--- src/rtl/div_unit_pkg.sv ---
// Shared constants, state encoding and operand helper for the execute-stage divider.
package div_unit_pkg;

  localparam int DATA_WIDTH      = 32;
  localparam int DoubleDataWidth = 2 * DATA_WIDTH;
  localparam int CntWidth        = $clog2(DATA_WIDTH + 1);

  localparam logic [CntWidth-1:0] CntLast = CntWidth'(DATA_WIDTH);

  localparam logic DivResultReady    = 1'b1;
  localparam logic DivResultNotReady = 1'b0;
  localparam logic DivStart          = 1'b1;
  localparam logic DivStop           = 1'b0;

  typedef enum logic [1:0] {
    DivFree   = 2'b00,
    DivByZero = 2'b01,
    DivOn     = 2'b10,
    DivEnd    = 2'b11
  } div_state_e;

  // Two's-complement magnitude; 0x80000000 stays 0x80000000 and is read as unsigned.
  function automatic logic [DATA_WIDTH-1:0] magnitude(input logic [DATA_WIDTH-1:0] value,
                                                      input logic is_signed);
    return (is_signed && value[DATA_WIDTH-1]) ? -value : value;
  endfunction

endpackage

--- src/rtl/div_unit_if.sv ---
// Request/response bundle between the EX stage (master) and the divider (slave).
import div_unit_pkg::*;

interface div_unit_if;
  logic                         start_i;
  logic                         annul_i;
  logic                         signed_div_i;
  logic [DATA_WIDTH-1:0]        opdata1_i;
  logic [DATA_WIDTH-1:0]        opdata2_i;
  logic [DoubleDataWidth-1:0]   result_o;
  logic                         ready_o;

  modport master (
    output start_i, annul_i, signed_div_i, opdata1_i, opdata2_i,
    input  result_o, ready_o
  );

  modport slave (
    input  start_i, annul_i, signed_div_i, opdata1_i, opdata2_i,
    output result_o, ready_o
  );
endinterface

--- src/rtl/div_unit.sv ---
// Restoring divider, one quotient bit per cycle, result {remainder, quotient}.
// Signed DIV support is compiled in only when DIV_SIGNED_EN is defined.
module div_unit
  import div_unit_pkg::*;
(
  input  logic       clk,
  input  logic       rst_n,
  div_unit_if.slave  div_bus
);

  div_state_e                 state, next_state;
  logic [DoubleDataWidth:0]   dvd;
  logic [DATA_WIDTH-1:0]      dvs;
  logic [CntWidth-1:0]        cnt;
  logic [DATA_WIDTH-1:0]      tmp;
  logic                       borrow;
  logic                       accept;
  logic                       divisor_zero;
  logic [DATA_WIDTH-1:0]      op1_mag, op2_mag;
  logic [DATA_WIDTH-1:0]      quot_fix, rem_fix;

`ifdef DIV_SIGNED_EN
  logic quot_neg, rem_neg;
`endif

  always_ff @(posedge clk) begin
    if (!rst_n) state <= DivFree;
    else        state <= next_state;
  end

  // Trial subtraction looks at the partial remainder as it would be after the shift,
  // keeping the carry-out bit so divisors near 2^W are still handled.
  always_comb begin
    accept       = (div_bus.start_i == DivStart) && !div_bus.annul_i;
    divisor_zero = (div_bus.opdata2_i == '0);
    borrow       = dvd[DoubleDataWidth:DATA_WIDTH] < {1'b0, dvs};
    tmp          = dvd[DoubleDataWidth-1:DATA_WIDTH] - dvs;
`ifdef DIV_SIGNED_EN
    op1_mag  = magnitude(div_bus.opdata1_i, div_bus.signed_div_i);
    op2_mag  = magnitude(div_bus.opdata2_i, div_bus.signed_div_i);
    quot_fix = quot_neg ? -dvd[DATA_WIDTH-1:0] : dvd[DATA_WIDTH-1:0];
    rem_fix  = rem_neg ? -dvd[DoubleDataWidth:DATA_WIDTH+1] : dvd[DoubleDataWidth:DATA_WIDTH+1];
`else
    op1_mag  = div_bus.opdata1_i;
    op2_mag  = div_bus.opdata2_i;
    quot_fix = dvd[DATA_WIDTH-1:0];
    rem_fix  = dvd[DoubleDataWidth:DATA_WIDTH+1];
`endif

    next_state = state;
    case (state)
      DivFree:   if (accept) next_state = divisor_zero ? DivByZero : DivOn;
      DivByZero: next_state = DivEnd;
      DivOn: begin
        if (div_bus.annul_i)     next_state = DivFree;
        else if (cnt == CntLast) next_state = DivEnd;
      end
      DivEnd:    if (div_bus.start_i == DivStop) next_state = DivFree;
      default:   next_state = DivFree;
    endcase
  end

  always_ff @(posedge clk) begin
    if (!rst_n) begin
      dvd             <= '0;
      dvs             <= '0;
      cnt             <= '0;
      div_bus.result_o <= '0;
      div_bus.ready_o  <= DivResultNotReady;
`ifdef DIV_SIGNED_EN
      quot_neg        <= 1'b0;
      rem_neg         <= 1'b0;
`endif
    end else begin
      case (state)
        DivFree: begin
          div_bus.result_o <= '0;
          div_bus.ready_o  <= DivResultNotReady;
          if (accept && !divisor_zero) begin
            dvd <= {{DATA_WIDTH{1'b0}}, op1_mag, 1'b0};
            dvs <= op2_mag;
            cnt <= '0;
`ifdef DIV_SIGNED_EN
            quot_neg <= div_bus.signed_div_i &&
                        (div_bus.opdata1_i[DATA_WIDTH-1] ^ div_bus.opdata2_i[DATA_WIDTH-1]);
            rem_neg  <= div_bus.signed_div_i && div_bus.opdata1_i[DATA_WIDTH-1];
`endif
          end
        end
        DivByZero: begin
          div_bus.result_o <= '0;
          div_bus.ready_o  <= DivResultReady;
        end
        DivOn: begin
          if (div_bus.annul_i) begin
            div_bus.result_o <= '0;
            div_bus.ready_o  <= DivResultNotReady;
          end else if (cnt != CntLast) begin
            if (borrow) dvd <= {dvd[DoubleDataWidth-1:0], 1'b0};
            else        dvd <= {tmp, dvd[DATA_WIDTH-1:0], 1'b1};
            cnt <= cnt + 1'b1;
          end else begin
            div_bus.result_o <= {rem_fix, quot_fix};
            div_bus.ready_o  <= DivResultReady;
          end
        end
        DivEnd: begin
          if (div_bus.start_i == DivStart) begin
            div_bus.ready_o <= DivResultReady;
          end else begin
            div_bus.result_o <= '0;
            div_bus.ready_o  <= DivResultNotReady;
          end
        end
        default: ;
      endcase
    end
  end

endmodule
--- src/flat_wrapper.sv ---
// flat-port wrapper written by rule: the top's interface ports become plain ports
module div_unit_flat import div_unit_pkg::*;
  (clk, rst_n, div_bus_start_i, div_bus_annul_i, div_bus_signed_div_i, div_bus_opdata1_i, div_bus_opdata2_i, div_bus_result_o, div_bus_ready_o);
  div_unit_if div_bus_i ();
  input  logic clk;
  input  logic rst_n;
  input wire logic [$bits(div_bus_i.start_i)-1:0] div_bus_start_i;
  input wire logic [$bits(div_bus_i.annul_i)-1:0] div_bus_annul_i;
  input wire logic [$bits(div_bus_i.signed_div_i)-1:0] div_bus_signed_div_i;
  input wire logic [$bits(div_bus_i.opdata1_i)-1:0] div_bus_opdata1_i;
  input wire logic [$bits(div_bus_i.opdata2_i)-1:0] div_bus_opdata2_i;
  output wire logic [$bits(div_bus_i.result_o)-1:0] div_bus_result_o;
  output wire logic [$bits(div_bus_i.ready_o)-1:0] div_bus_ready_o;
  assign div_bus_i.start_i = div_bus_start_i;
  assign div_bus_i.annul_i = div_bus_annul_i;
  assign div_bus_i.signed_div_i = div_bus_signed_div_i;
  assign div_bus_i.opdata1_i = div_bus_opdata1_i;
  assign div_bus_i.opdata2_i = div_bus_opdata2_i;
  assign div_bus_result_o = div_bus_i.result_o;
  assign div_bus_ready_o = div_bus_i.ready_o;
  div_unit u_core (.clk(clk), .rst_n(rst_n), .div_bus(div_bus_i));
endmodule
--- config.mk ---
export PLATFORM = sky130hd
export DESIGN_NAME = div_unit_flat
export DESIGN_NICKNAME = d
export VERILOG_FILES = /design/src/rtl/div_unit_pkg.sv /design/src/rtl/div_unit_if.sv /design/src/rtl/div_unit.sv /design/src/flat_wrapper.sv
export SDC_FILE = /design/constraint.sdc
export NUM_CORES = 1
export LEC_CHECK = 0
export BUFFER_PORTS_ARGS = -buffer_cell sky130_fd_sc_hd__clkbuf_2
export CORE_MARGIN = 2
export CORE_UTILIZATION = 35
export CTS_CLUSTER_DIAMETER = 200
export DETAILED_ROUTE_END_ITERATION = 8
export MAX_ROUTING_LAYER = met4
export PLACE_DENSITY = 0.51
export SLEW_MARGIN = 15
export SYNTH_ARGS = -nofsm -noshare
export SYNTH_HDL_FRONTEND = slang
export SYNTH_SLANG_ARGS = --single-unit
export TNS_END_PERCENT = 50
--- constraint.sdc ---
create_clock -name clk -period 4.85 [get_ports clk]
set_input_delay 0.97 -clock clk [delete_from_list [all_inputs] [get_ports clk]]
set_output_delay 0.97 -clock clk [all_outputs]
set_load 0.005 [all_outputs]
==> results of run 1 <==
[placed cells by master, fill, tap and decap left out, types with 17 or more instances in the layout]
cell type and n:
a21o_1 19, a21oi_1 161, a22oi_1 30, clkbuf_16 17, clkbuf_2 132, dfxtp_1 170, ha_1 34, inv_1 43
nand2_1 224, nand3_1 74, nor2_1 35, o21ai_0 22, o21ai_1 25, xnor2_1 20
[how the worst min path moves through the flow]
stage,startpoint,slack (ns),cells past startpoint,end
finish,u_core.div_bus.result_o[46],0.45,2,u_core.div_bus.result_o[46]
global route,u_core.div_bus.result_o[5],0.47,2,u_core.div_bus.result_o[5]
CTS,u_core.div_bus.result_o[46],0.45,2,u_core.div_bus.result_o[46]
detailed placement,u_core.div_bus.result_o[38],0.44,2,u_core.div_bus.result_o[38]
global placement,u_core.div_bus.result_o[0],0.44,2,u_core.div_bus.result_o[0]
floorplan,u_core.dvs[10],0.44,2,u_core.dvs[10]
[kinds of logic after synthesis]
logic type / count (synthesis) / share of synthesized area (%)
mux: 14 / 1.686
flops: 170 / 40.94
compound gates: 314 / 23.24
buf+inv: 109 / 5.373
simple gates: 387 / 20.24
xor+xnor: 30 / 3.161
fa+ha+maj: 35 / 5.358
[layer usage]
metal | vias to the layer above | routed length [um]
li1 | 3894 | -
met3 | 24 | 840
met2 | 119 | 10820
met5 | - | 0
met4 | 0 | 368
met1 | 3559 | 10960
[per-stage QoR]
step	instance area [sq um]	total power, mW
2_1_floorplan	8313	2.192
3_5_place_dp	9206	2.377
4_1_cts	9806	3.780
3_3_place_gp	9206	2.378
6_report	9806	3.740
5_1_grt	9806	3.949
[cell type report]
class,instances,area (sq um),share of cell area (%)
inverters,44,167.7,1.710
repair buffers,144,750.7,7.656
well taps,319,399.1,4.070
clock buffers,23,498.0,5.078
clock inverters,9,101.3,1.034
flip-flops and latches,170,3403,34.71
multi-input cells,780,4486,45.74
[sequential cells by signal, summed over array words and instances (netlist names)]
register                 count
u_core.state                 2
u_core.cnt                   6
u_core.dvd                  65
u_core.dvs                  32
u_core.div_bus.result_o     64
u_core.div_bus.ready_o       1
[synthesized netlist by cell type, types with 3 or more instances]
master / number
xor2_1: 10
o21ai_1: 25
nor2_1: 38
o21ai_0: 22
nor4_1: 10
nand3_1: 74
buf_1: 8
mux2i_1: 14
nor3_1: 3
a21oi_1: 161
nor2b_1: 5
nand4_1: 7
a22oi_2: 3
xnor2_1: 20
a31oi_1: 5
buf_2: 9
dfxtp_1: 170
and3_1: 4
o21a_1: 5
inv_1: 44
a22o_1: 6
a22oi_1: 30
buf_6: 3
a211oi_1: 3
nand2b_1: 4
clkbuf_1: 44
and2_1: 5
o21bai_1: 3
or3_1: 5
nand2_1: 225
ha_1: 34
a311oi_1: 3
a21o_1: 19
[worst register-to-register path, cell delays in order, from the launching register on]
cell and delay [ns]:
dfxtp_1 0.33, inv_1 0.06, ha_1 0.20, fa_1 0.41
nand2b_1 0.20, a21oi_2 0.19, o21ai_2 0.12, a211oi_1 0.26
nor2b_2 0.10, o31ai_1 0.61, a311oi_1 0.23, mux2i_1 0.16
a221o_1 0.26
[power by group]
part           internal, mW  leakage, nW  switching (mW)
Sequential             1.44         1.38          0.0357
Clock                 0.790        0.293           0.605
Combinational         0.357         2.22           0.513
==> flow_metrics.env, run 1 <==
export IMPL_outcome="finished clean"
export IMPL_skew_ns=0.01096
export IMPL_htree_levels=4
export IMPL_rows=56
export IMPL_grt_pass1_wl_um=37540
export IMPL_vias_per_cell=5.101
export IMPL_end_kind="flip-flop"
export IMPL_hold_class="flip-flop to flip-flop"
export IMPL_slew_violations=0
export IMPL_root_buffer="clkbuf_16"
export IMPL_yosysTopAreaCell="dfxtp_1"
export IMPL_synth_top_area_share_pct=40.94
export IMPL_via_count=7596
export IMPL_hold_violations=0
export IMPL_crit_start="u_core.dvd[32]"
export IMPL_clkTransAtPathRegs_ns=0.07
export IMPL_fin_cells=1489
export IMPL_ios=134
export IMPL_crit_path_top_delay_cell="o31ai_1"
export IMPL_worstPathArrival_ns=3.56
export IMPL_worst_path_buf_inv=1
export IMPL_r2r_end="u_core.dvd[59]"
export IMPL_grt_overflow_total=0
export IMPL_cts_sinks=170
export IMPL_cts_resized=0
export IMPL_ys_seq_area_share_pct=40.94
export IMPL_tns_ns=0
export IMPL_use_met3_pct=3.997
export IMPL_yosys_warnings=0
export IMPL_ant_nets=0
export IMPL_post_route_drc_count=0
export IMPL_dp_hpwl_um=15820
export IMPL_pwr_density_cell_nw_per_um2=381.4
export IMPL_rrSetupSlack_ns=1.60
export IMPL_async_flop_share_pct=0
export IMPL_period_share_pct=66.96
export IMPL_die_w_um=158.1
export IMPL_dieArea_sq_um=25000
export IMPL_portBuffers=132
export IMPL_hold_ws_ns=0.4495
export IMPL_dpl_worst_slack_ns=1.450
export IMPL_syn_to_final_growth_pct=17.96
export IMPL_start_kind="flip-flop"
export IMPL_max_clock_path_buffers=2
export IMPL_num_nets_final=1261
export IMPL_synth_cell_types=64
export IMPL_maxCapViolCount=0
export IMPL_first_iter_violations=315
export IMPL_num_fill_cells=2474
export IMPL_cts_tree="done"
export IMPL_synthTopCellsByArea="dfxtp_1 (41%), nand2_1 (10%), a21oi_1 (9.7%)"
export IMPL_synth_ff_type="dfxtp_1"
export IMPL_dp_cells=1457
export IMPL_fin_ws_ns=1.603
export IMPL_met1_usage_pct=25.09
export IMPL_setup_worst_path_end="u_core.dvd[59]"
export IMPL_syn_nets=1163
export IMPL_post_route_cells_drive_above_1_share_pct=17.35
export IMPL_ir_drop_v=0.0001737
export IMPL_clock_fmax_ghz=0.3079
export IMPL_wl_per_cell_um=15.44
export IMPL_grt_busiest_layer="met2"
export IMPL_first_global_vias=7349
export IMPL_initial_utilization_pct=35.52
export IMPL_synthesis_area_sq_um=8313
export IMPL_ff2ff_path_depth=12
export IMPL_timing_rr_start="u_core.dvd[32]"
export IMPL_cpPeakStageDelay_ns=0.61
export IMPL_gp_congestion=0.8679
export IMPL_use_met2_pct=31.61
export IMPL_cp_depth=12
export IMPL_first_pass_iters=5
export IMPL_relSlewSlack_pct=23.20
export IMPL_antenna_cells=0
export IMPL_p_leak_nw=3.886
export IMPL_crit_fanout=4
export IMPL_grt_max_degree=96
export IMPL_critPathKind="flip-flop to flip-flop"
export IMPL_fin_util_pct=41.90
export IMPL_core_area_sq_um=23400
export IMPL_worstPathRequired_ns=5.16
export IMPL_cts_hold_buf=0
export IMPL_syn_avg_cell_area_sq_um=7.850
export IMPL_crit_family="compound AO/OA/AOI/OAI gates"
export IMPL_synth_edf_count=0
export IMPL_grt_usage_pct=19.61
export IMPL_dieHeight_um=158.1
export IMPL_rsz0062_at_grt="false"
export IMPL_cp_cell_sequence="inv_1 -> ha_1 -> fa_1 -> nand2b_1 -> a21oi_2 -> o21ai_2 -> a211oi_1 -> nor2b_2 -> o31ai_1 -> a311oi_1 -> mux2i_1 -> a221o_1"
export IMPL_clk_latency_ns=0.42
export IMPL_tightest_slew_ns=1.152
export IMPL_totalWireLength_um=23000
export IMPL_finalSetupViolCount=0
export IMPL_post_cts_buffers=0
export IMPL_cts_buffers=17
export IMPL_synth_seq_cells=170
export IMPL_period_minus_slack_ns=3.247
export IMPL_antenna_found_initial=0
export IMPL_synthCells=1059
No activity file was read; power rests on OpenSTA's default activity.
==> run 2: changes to the inputs <==
==> constraint.sdc (replaced) <==
create_clock -name clk -period 3.3 [get_ports clk]
set_input_delay 0.66 -clock clk [delete_from_list [all_inputs] [get_ports clk]]
set_output_delay 0.66 -clock clk [all_outputs]
set_load 0.005 [all_outputs]
==> run 2 against run 1 <==
  * Sequential power increased by 47%
  * Final cell count increased by 0.47%
  * Clock skew decreased by 0.0010 ns
  * Fmax increased by 9.4%
  * Setup slack got worse by 1.3 ns
  * Highest routed layer unchanged
==> flow_metrics.env, run 2 (synthesis results as in run 1) <==
export IMPL_clk_latency_ns=0.42
export IMPL_cts_hold_buf=0
export IMPL_multiInputGateArea_sq_um=4486
export IMPL_via_count=7591
export IMPL_portBuffers=132
export IMPL_wl_per_cell_um=15.39
export IMPL_num_nets_final=1269
export IMPL_p_sw_share_pct=30.65
export IMPL_period_share_pct=89.92
export IMPL_slew_violations=0
export IMPL_fin_util_pct=42.26
export IMPL_start_kind="flip-flop"
export IMPL_finalSetupViolCount=0
export IMPL_tightest_slew_ns=0.7457
export IMPL_regArea_sq_um=3403
export IMPL_post_route_drc_count=0
export IMPL_ant_nets=0
export IMPL_hold_end="u_core.div_bus.result_o[43]"
export IMPL_period_minus_slack_ns=2.967
export IMPL_pwr_density_cell_nw_per_um2=556.4
export IMPL_antenna_cells=0
export IMPL_clkTransAtPathRegs_ns=0.07
export IMPL_cts_sinks=170
export IMPL_totalWireLength_um=23020
export IMPL_initial_utilization_pct=35.52
export IMPL_dieHeight_um=158.1
export IMPL_cts_buffers=17
export IMPL_maxCapViolCount=0
export IMPL_ios=134
export IMPL_grt_overflow_total=0
export IMPL_post_route_cells_drive_above_1_share_pct=17.76
export IMPL_total_power_mw=5.503
export IMPL_first_pass_iters=5
export IMPL_clock_fmax_ghz=0.3370
export IMPL_grt_max_degree=66
export IMPL_core_area_sq_um=23400
export IMPL_crit_fanout=4
export IMPL_holdPathStages=2
export IMPL_mostFrequentLayoutCells="nand2_1 (224), dfxtp_1 (170), a21oi_1 (161)"
export IMPL_combPwrFrac_pct=23.7
export IMPL_relSlewSlack_pct=50.29
export IMPL_hold_class="flip-flop to flip-flop"
export IMPL_p_leak_nw=3.928
export IMPL_fin_ws_ns=0.3328
export IMPL_outcome="finished clean"
export IMPL_antenna_found_initial=0
export IMPL_ff2ff_path_depth=13
export IMPL_grt_usage_pct=19.52
export IMPL_internal_power_mw=3.816
export IMPL_htree_levels=4
export IMPL_dpl_worst_slack_ns=0.2362
export IMPL_timing_rr_start="u_core.dvd[32]"
export IMPL_r2r_end="u_core.dvd[59]"
export IMPL_first_iter_violations=323
export IMPL_syn_to_final_growth_pct=18.96
export IMPL_worstPathRequired_ns=3.61
export IMPL_max_clock_path_buffers=2
export IMPL_end_kind="flip-flop"
export IMPL_hold_violations=0
export IMPL_cts_resized=0
export IMPL_p_switching_mw=1.686
export IMPL_critPathKind="flip-flop to flip-flop"
export IMPL_dieArea_sq_um=25000
export IMPL_rrSetupSlack_ns=0.33
export IMPL_root_buffer="clkbuf_16"
export IMPL_final_common_cell="nand2_1"
export IMPL_cts_tree="done"
export IMPL_dp_hpwl_um=16280
export IMPL_vias_per_cell=5.074
export IMPL_worstPathArrival_ns=3.28
export IMPL_grt_pass1_wl_um=37690
export IMPL_gp_congestion=0.8370
export IMPL_top_register="u_core.dvd"
export IMPL_largest_reg_flops=65
export IMPL_ir_drop_v=0.0003097
export IMPL_post_cts_buffers=0
export IMPL_rows=56
export IMPL_tns_ns=0
export IMPL_pwr_share_clk_pct=36.9
export IMPL_die_w_um=158.1
export IMPL_seq_power_share_pct=39.4
export IMPL_skew_ns=0.009940
export IMPL_first_global_vias=7391
export IMPL_min_from="u_core.div_bus.result_o[43]"
export IMPL_top_regs="u_core.dvd: 65 flops, u_core.div_bus.result_o: 64 flops, u_core.dvs: 32 flops"
export IMPL_rsz0062_at_grt="false"
export IMPL_num_fill_cells=2484
-- run 2: how the worst max path moves through the flow --
stage,start,to,slack (ns),cells after the start
detailed placement,div_bus_opdata2_i[16],u_core.cnt[4],0.24,10
finish,u_core.dvd[32],u_core.dvd[59],0.33,13
CTS,u_core.dvd[32],u_core.dvd[59],0.33,13
floorplan,u_core.dvd[32],u_core.dvd[59],0.58,12
global route,u_core.dvd[32],u_core.dvd[61],0.12,12
global placement,div_bus_opdata2_i[16],u_core.cnt[4],0.26,10
-- run 2: final cells by class --
class                           instances  area share, %
Multi-Input combinational cell        780          45.36
Timing Repair Buffer                  152          8.578
Tap cell                              319          4.036
Sequential cell                       170          34.41
Clock inverter                         11          1.404
Inverter                               44          1.695
Clock buffer                           20          4.517
-- run 2: critical path, cell delays in order (launching register included) --
cell and delay, ns:
dfxtp_1 0.33, inv_1 0.06, ha_1 0.20, fa_1 0.41, nand2b_1 0.20, a21oi_2 0.20
o21ai_2 0.13, a211oi_1 0.27, nor2b_2 0.10, o31ai_1 0.26, buf_4 0.19, a311oi_1 0.12
mux2i_1 0.14, a221o_1 0.26
-- run 2: power groups by stage --
stage | clock [mW] | sequential (mW) | combinational [mW]
floorplan | 0 | 2.20 | 1.02
global placement | 0 | 2.22 | 1.31
detailed placement | 0 | 2.22 | 1.31
CTS | 2.08 | 2.17 | 1.31
global route | 2.16 | 2.18 | 1.47
finish | 2.03 | 2.17 | 1.30
-- run 2: routing by layer --
metal  GRT usage (%)  vias up  wire length (um)
li1                -     3906                 -
met1           24.64     3557             10850
met2           32.53      114             11030
met3           3.531       14               928
met4           4.633        0               209
met5               -        -                 0
-- run 2: through the flow --
step | cell area, sq um | hold WS, ns | std cells
global placement | 9304 | 0.4375 | 1465
floorplan | 8313 | 0.4363 | 1059
detailed placement | 9304 | 0.4442 | 1465
CTS | 9889 | 0.4543 | 1496
global route | 9889 | 0.4699 | 1496
finish | 9889 | 0.4495 | 1496
==> run 3: changes to the inputs <==
--- a/config.mk
+++ b/config.mk
@@ -6,7 +6,7 @@
 export NUM_CORES = 1
 export LEC_CHECK = 0
 export BUFFER_PORTS_ARGS = -buffer_cell sky130_fd_sc_hd__clkbuf_2
-export CORE_MARGIN = 2
+export CORE_MARGIN = 3
 export CORE_UTILIZATION = 35
 export CTS_CLUSTER_DIAMETER = 200
 export DETAILED_ROUTE_END_ITERATION = 8
==> run 3 against run 2 <==
  * First-iteration DRC count grew 43%
  * Core utilization increased by 0.72 points
  * Combinational power hardly changed
  * Sequential share of layout area about the same
  * Sequential power hardly changed
  * Global-route usage shrank 0.86 points
  * Hold slack is essentially flat
  * Register-to-register slack barely moved
  * Via count decreased by 0.20%
  * Die area is 2.5% higher
  * Routed wire length increased by 0.73%
  * Critical endpoint is now u_core.dvd[61]
  * Highest routed layer unchanged
==> flow_metrics.env, run 3 (synthesis results as in run 1) <==
export IMPL_vias_per_cell=5.081
export IMPL_worst_path_buf_inv=1
export IMPL_die_w_um=160.1
export IMPL_fin_cells=1491
export IMPL_rows=55
export IMPL_dp_hpwl_um=16420
export IMPL_dieArea_sq_um=25640
export IMPL_p_switching_mw=1.784
export IMPL_rrSetupSlack_ns=0.32
export IMPL_finalSetupViolCount=0
export IMPL_initial_utilization_pct=36.17
export IMPL_seq_power_share_pct=39.6
export IMPL_totalWireLength_um=23190
export IMPL_final_cell_area_sq_um=9879
export IMPL_start_kind="flip-flop"
export IMPL_worstPathRequired_ns=3.63
export IMPL_hold_class="flip-flop to flip-flop"
export IMPL_mostFrequentLayoutCells="nand2_1 (224), dfxtp_1 (170), a21oi_1 (161)"
export IMPL_p_leak_nw=3.929
export IMPL_crit_start="u_core.dvd[32]"
export IMPL_cts_tree="done"
export IMPL_core_area_sq_um=22980
export IMPL_maxCapViolCount=0
export IMPL_post_cts_buffers=0
export IMPL_largest_reg_flops=65
export IMPL_skew_ns=0.01050
export IMPL_r2r_end="u_core.dvd[61]"
export IMPL_first_pass_iters=6
export IMPL_grt_pass1_wl_um=38150
export IMPL_pwr_density_cell_nw_per_um2=554.9
export IMPL_ios=134
export IMPL_clkTransAtPathRegs_ns=0.07
export IMPL_syn_to_final_growth_pct=18.84
export IMPL_grt_max_degree=66
export IMPL_cts_buffers=17
export IMPL_clock_fmax_ghz=0.3355
export IMPL_grt_overflow_total=0
export IMPL_combPwrFrac_pct=23.8
export IMPL_gp_congestion=0.8352
export IMPL_hold_end="u_core.div_bus.result_o[47]"
export IMPL_holdPathStages=2
export IMPL_cpPeakStageDelay_ns=0.40
export IMPL_cp_cell_sequence="inv_1 -> ha_1 -> fa_1 -> nand2b_1 -> a21oi_2 -> o21ai_2 -> a2111oi_2 -> o21ai_1 -> or3_1 -> a21oi_1 -> xor2_1 -> a21o_1"
export IMPL_final_common_cell="nand2_1"
export IMPL_htree_levels=4
export IMPL_grt_usage_pct=18.66
export IMPL_period_share_pct=90.33
export IMPL_via_count=7576
export IMPL_post_route_drc_count=0
export IMPL_end_kind="flip-flop"
export IMPL_cts_sinks=170
export IMPL_root_buffer="clkbuf_16"
export IMPL_outcome="finished clean"
export IMPL_rsz0062_at_grt="false"
export IMPL_top_regs="u_core.dvd: 65 flops, u_core.div_bus.result_o: 64 flops, u_core.dvs: 32 flops"
export IMPL_max_clock_path_buffers=2
export IMPL_internal_power_mw=3.698
export IMPL_cts_hold_buf=0
export IMPL_tns_ns=0
export IMPL_p_sw_share_pct=32.54
export IMPL_num_fill_cells=2447
export IMPL_critPathKind="flip-flop to flip-flop"
export IMPL_ant_nets=0
export IMPL_period_minus_slack_ns=2.981
export IMPL_crit_path_top_delay_cell="fa_1"
export IMPL_dieHeight_um=160.1
export IMPL_timing_rr_start="u_core.dvd[32]"
export IMPL_place_area_sq_um=9284
export IMPL_ff2ff_path_depth=12
export IMPL_crit_fanout=4
export IMPL_ir_drop_v=0.0003170
export IMPL_wl_per_cell_um=15.55
export IMPL_cts_resized=0
export IMPL_antenna_cells=0
export IMPL_portBuffers=132
export IMPL_num_nets_final=1269
export IMPL_clk_latency_ns=0.44
export IMPL_crit_family="compound AO/OA/AOI/OAI gates"
export IMPL_first_iter_violations=461
export IMPL_slew_violations=0
export IMPL_tightest_slew_ns=0.7389
export IMPL_multiInputGateArea_sq_um=4486
export IMPL_hold_violations=0
export IMPL_top_register="u_core.dvd"
export IMPL_antenna_found_initial=0
export IMPL_post_route_cells_drive_above_1_share_pct=18.00
export IMPL_pwr_share_clk_pct=36.6
export IMPL_dp_cells=1459
export IMPL_min_from="u_core.div_bus.result_o[47]"
export IMPL_worstPathArrival_ns=3.31
export IMPL_relSlewSlack_pct=50.74
export IMPL_regArea_sq_um=3403
export IMPL_first_global_vias=7449
run 3: how the worst max path moves through the flow:
stage | to | cells after the start
detailed placement | u_core.cnt[4] | 10
finish | u_core.dvd[61] | 12
floorplan | u_core.dvd[59] | 12
global route | u_core.dvd[59] | 13
global placement | u_core.cnt[4] | 10
CTS | u_core.dvd[61] | 12
run 3: layout make-up:
cell class                 instances  share of cell area, %
clock buffer                      18                  4.445
clock inverter                    14                  1.583
inverter                          44                  1.697
multi-input combinational        780                  45.40
sequential                       170                  34.45
tap                              313                  3.964
timing repair buffer             152                  8.460
run 3: through the flow:
step / hold slack [ns] / worst slack (ns) / utilization (%) / power, mW
6_report: 0.4499 / 0.3193 / 42.98 / 5.482
4_1_cts: 0.4453 / 0.3213 / 42.98 / 5.545
2_1_floorplan: 0.4363 / 0.5823 / - / 3.222
3_5_place_dp: 0.4421 / 0.3357 / 40.39 / 3.521
5_1_grt: 0.4529 / 0.09584 / 42.98 / 5.772
3_3_place_gp: 0.4396 / 0.3141 / 40.39 / 3.518
run 3: metal layers:
| layer | vias up | global-route usage, % | part of all wire (%) |
|---|---|---|---|
| met2 | 131 | 30.67 | 47 |
| met5 | - | - | 0 |
| met1 | 3501 | 23.16 | 47 |
| met3 | 22 | 4.877 | 4.6 |
| li1 | 3922 | - | - |
| met4 | 0 | 4.024 | 1.3 |
run 3: power by group through the flow:
stage / registers (mW) / clock network (mW) / logic, mW
floorplan: 2.20 / 0 / 1.02
global placement: 2.22 / 0 / 1.30
detailed placement: 2.22 / 0 / 1.30
CTS: 2.17 / 2.06 / 1.31
global route: 2.18 / 2.14 / 1.45
finish: 2.17 / 2.01 / 1.31
run 3: worst register-to-register path: stages, from the launching register on:
cell,delay [ns]
dfxtp_1,0.32
inv_1,0.06
ha_1,0.20
fa_1,0.40
nand2b_1,0.20
a21oi_2,0.20
o21ai_2,0.13
a2111oi_2,0.35
o21ai_1,0.16
or3_1,0.38
a21oi_1,0.21
xor2_1,0.09
a21o_1,0.18
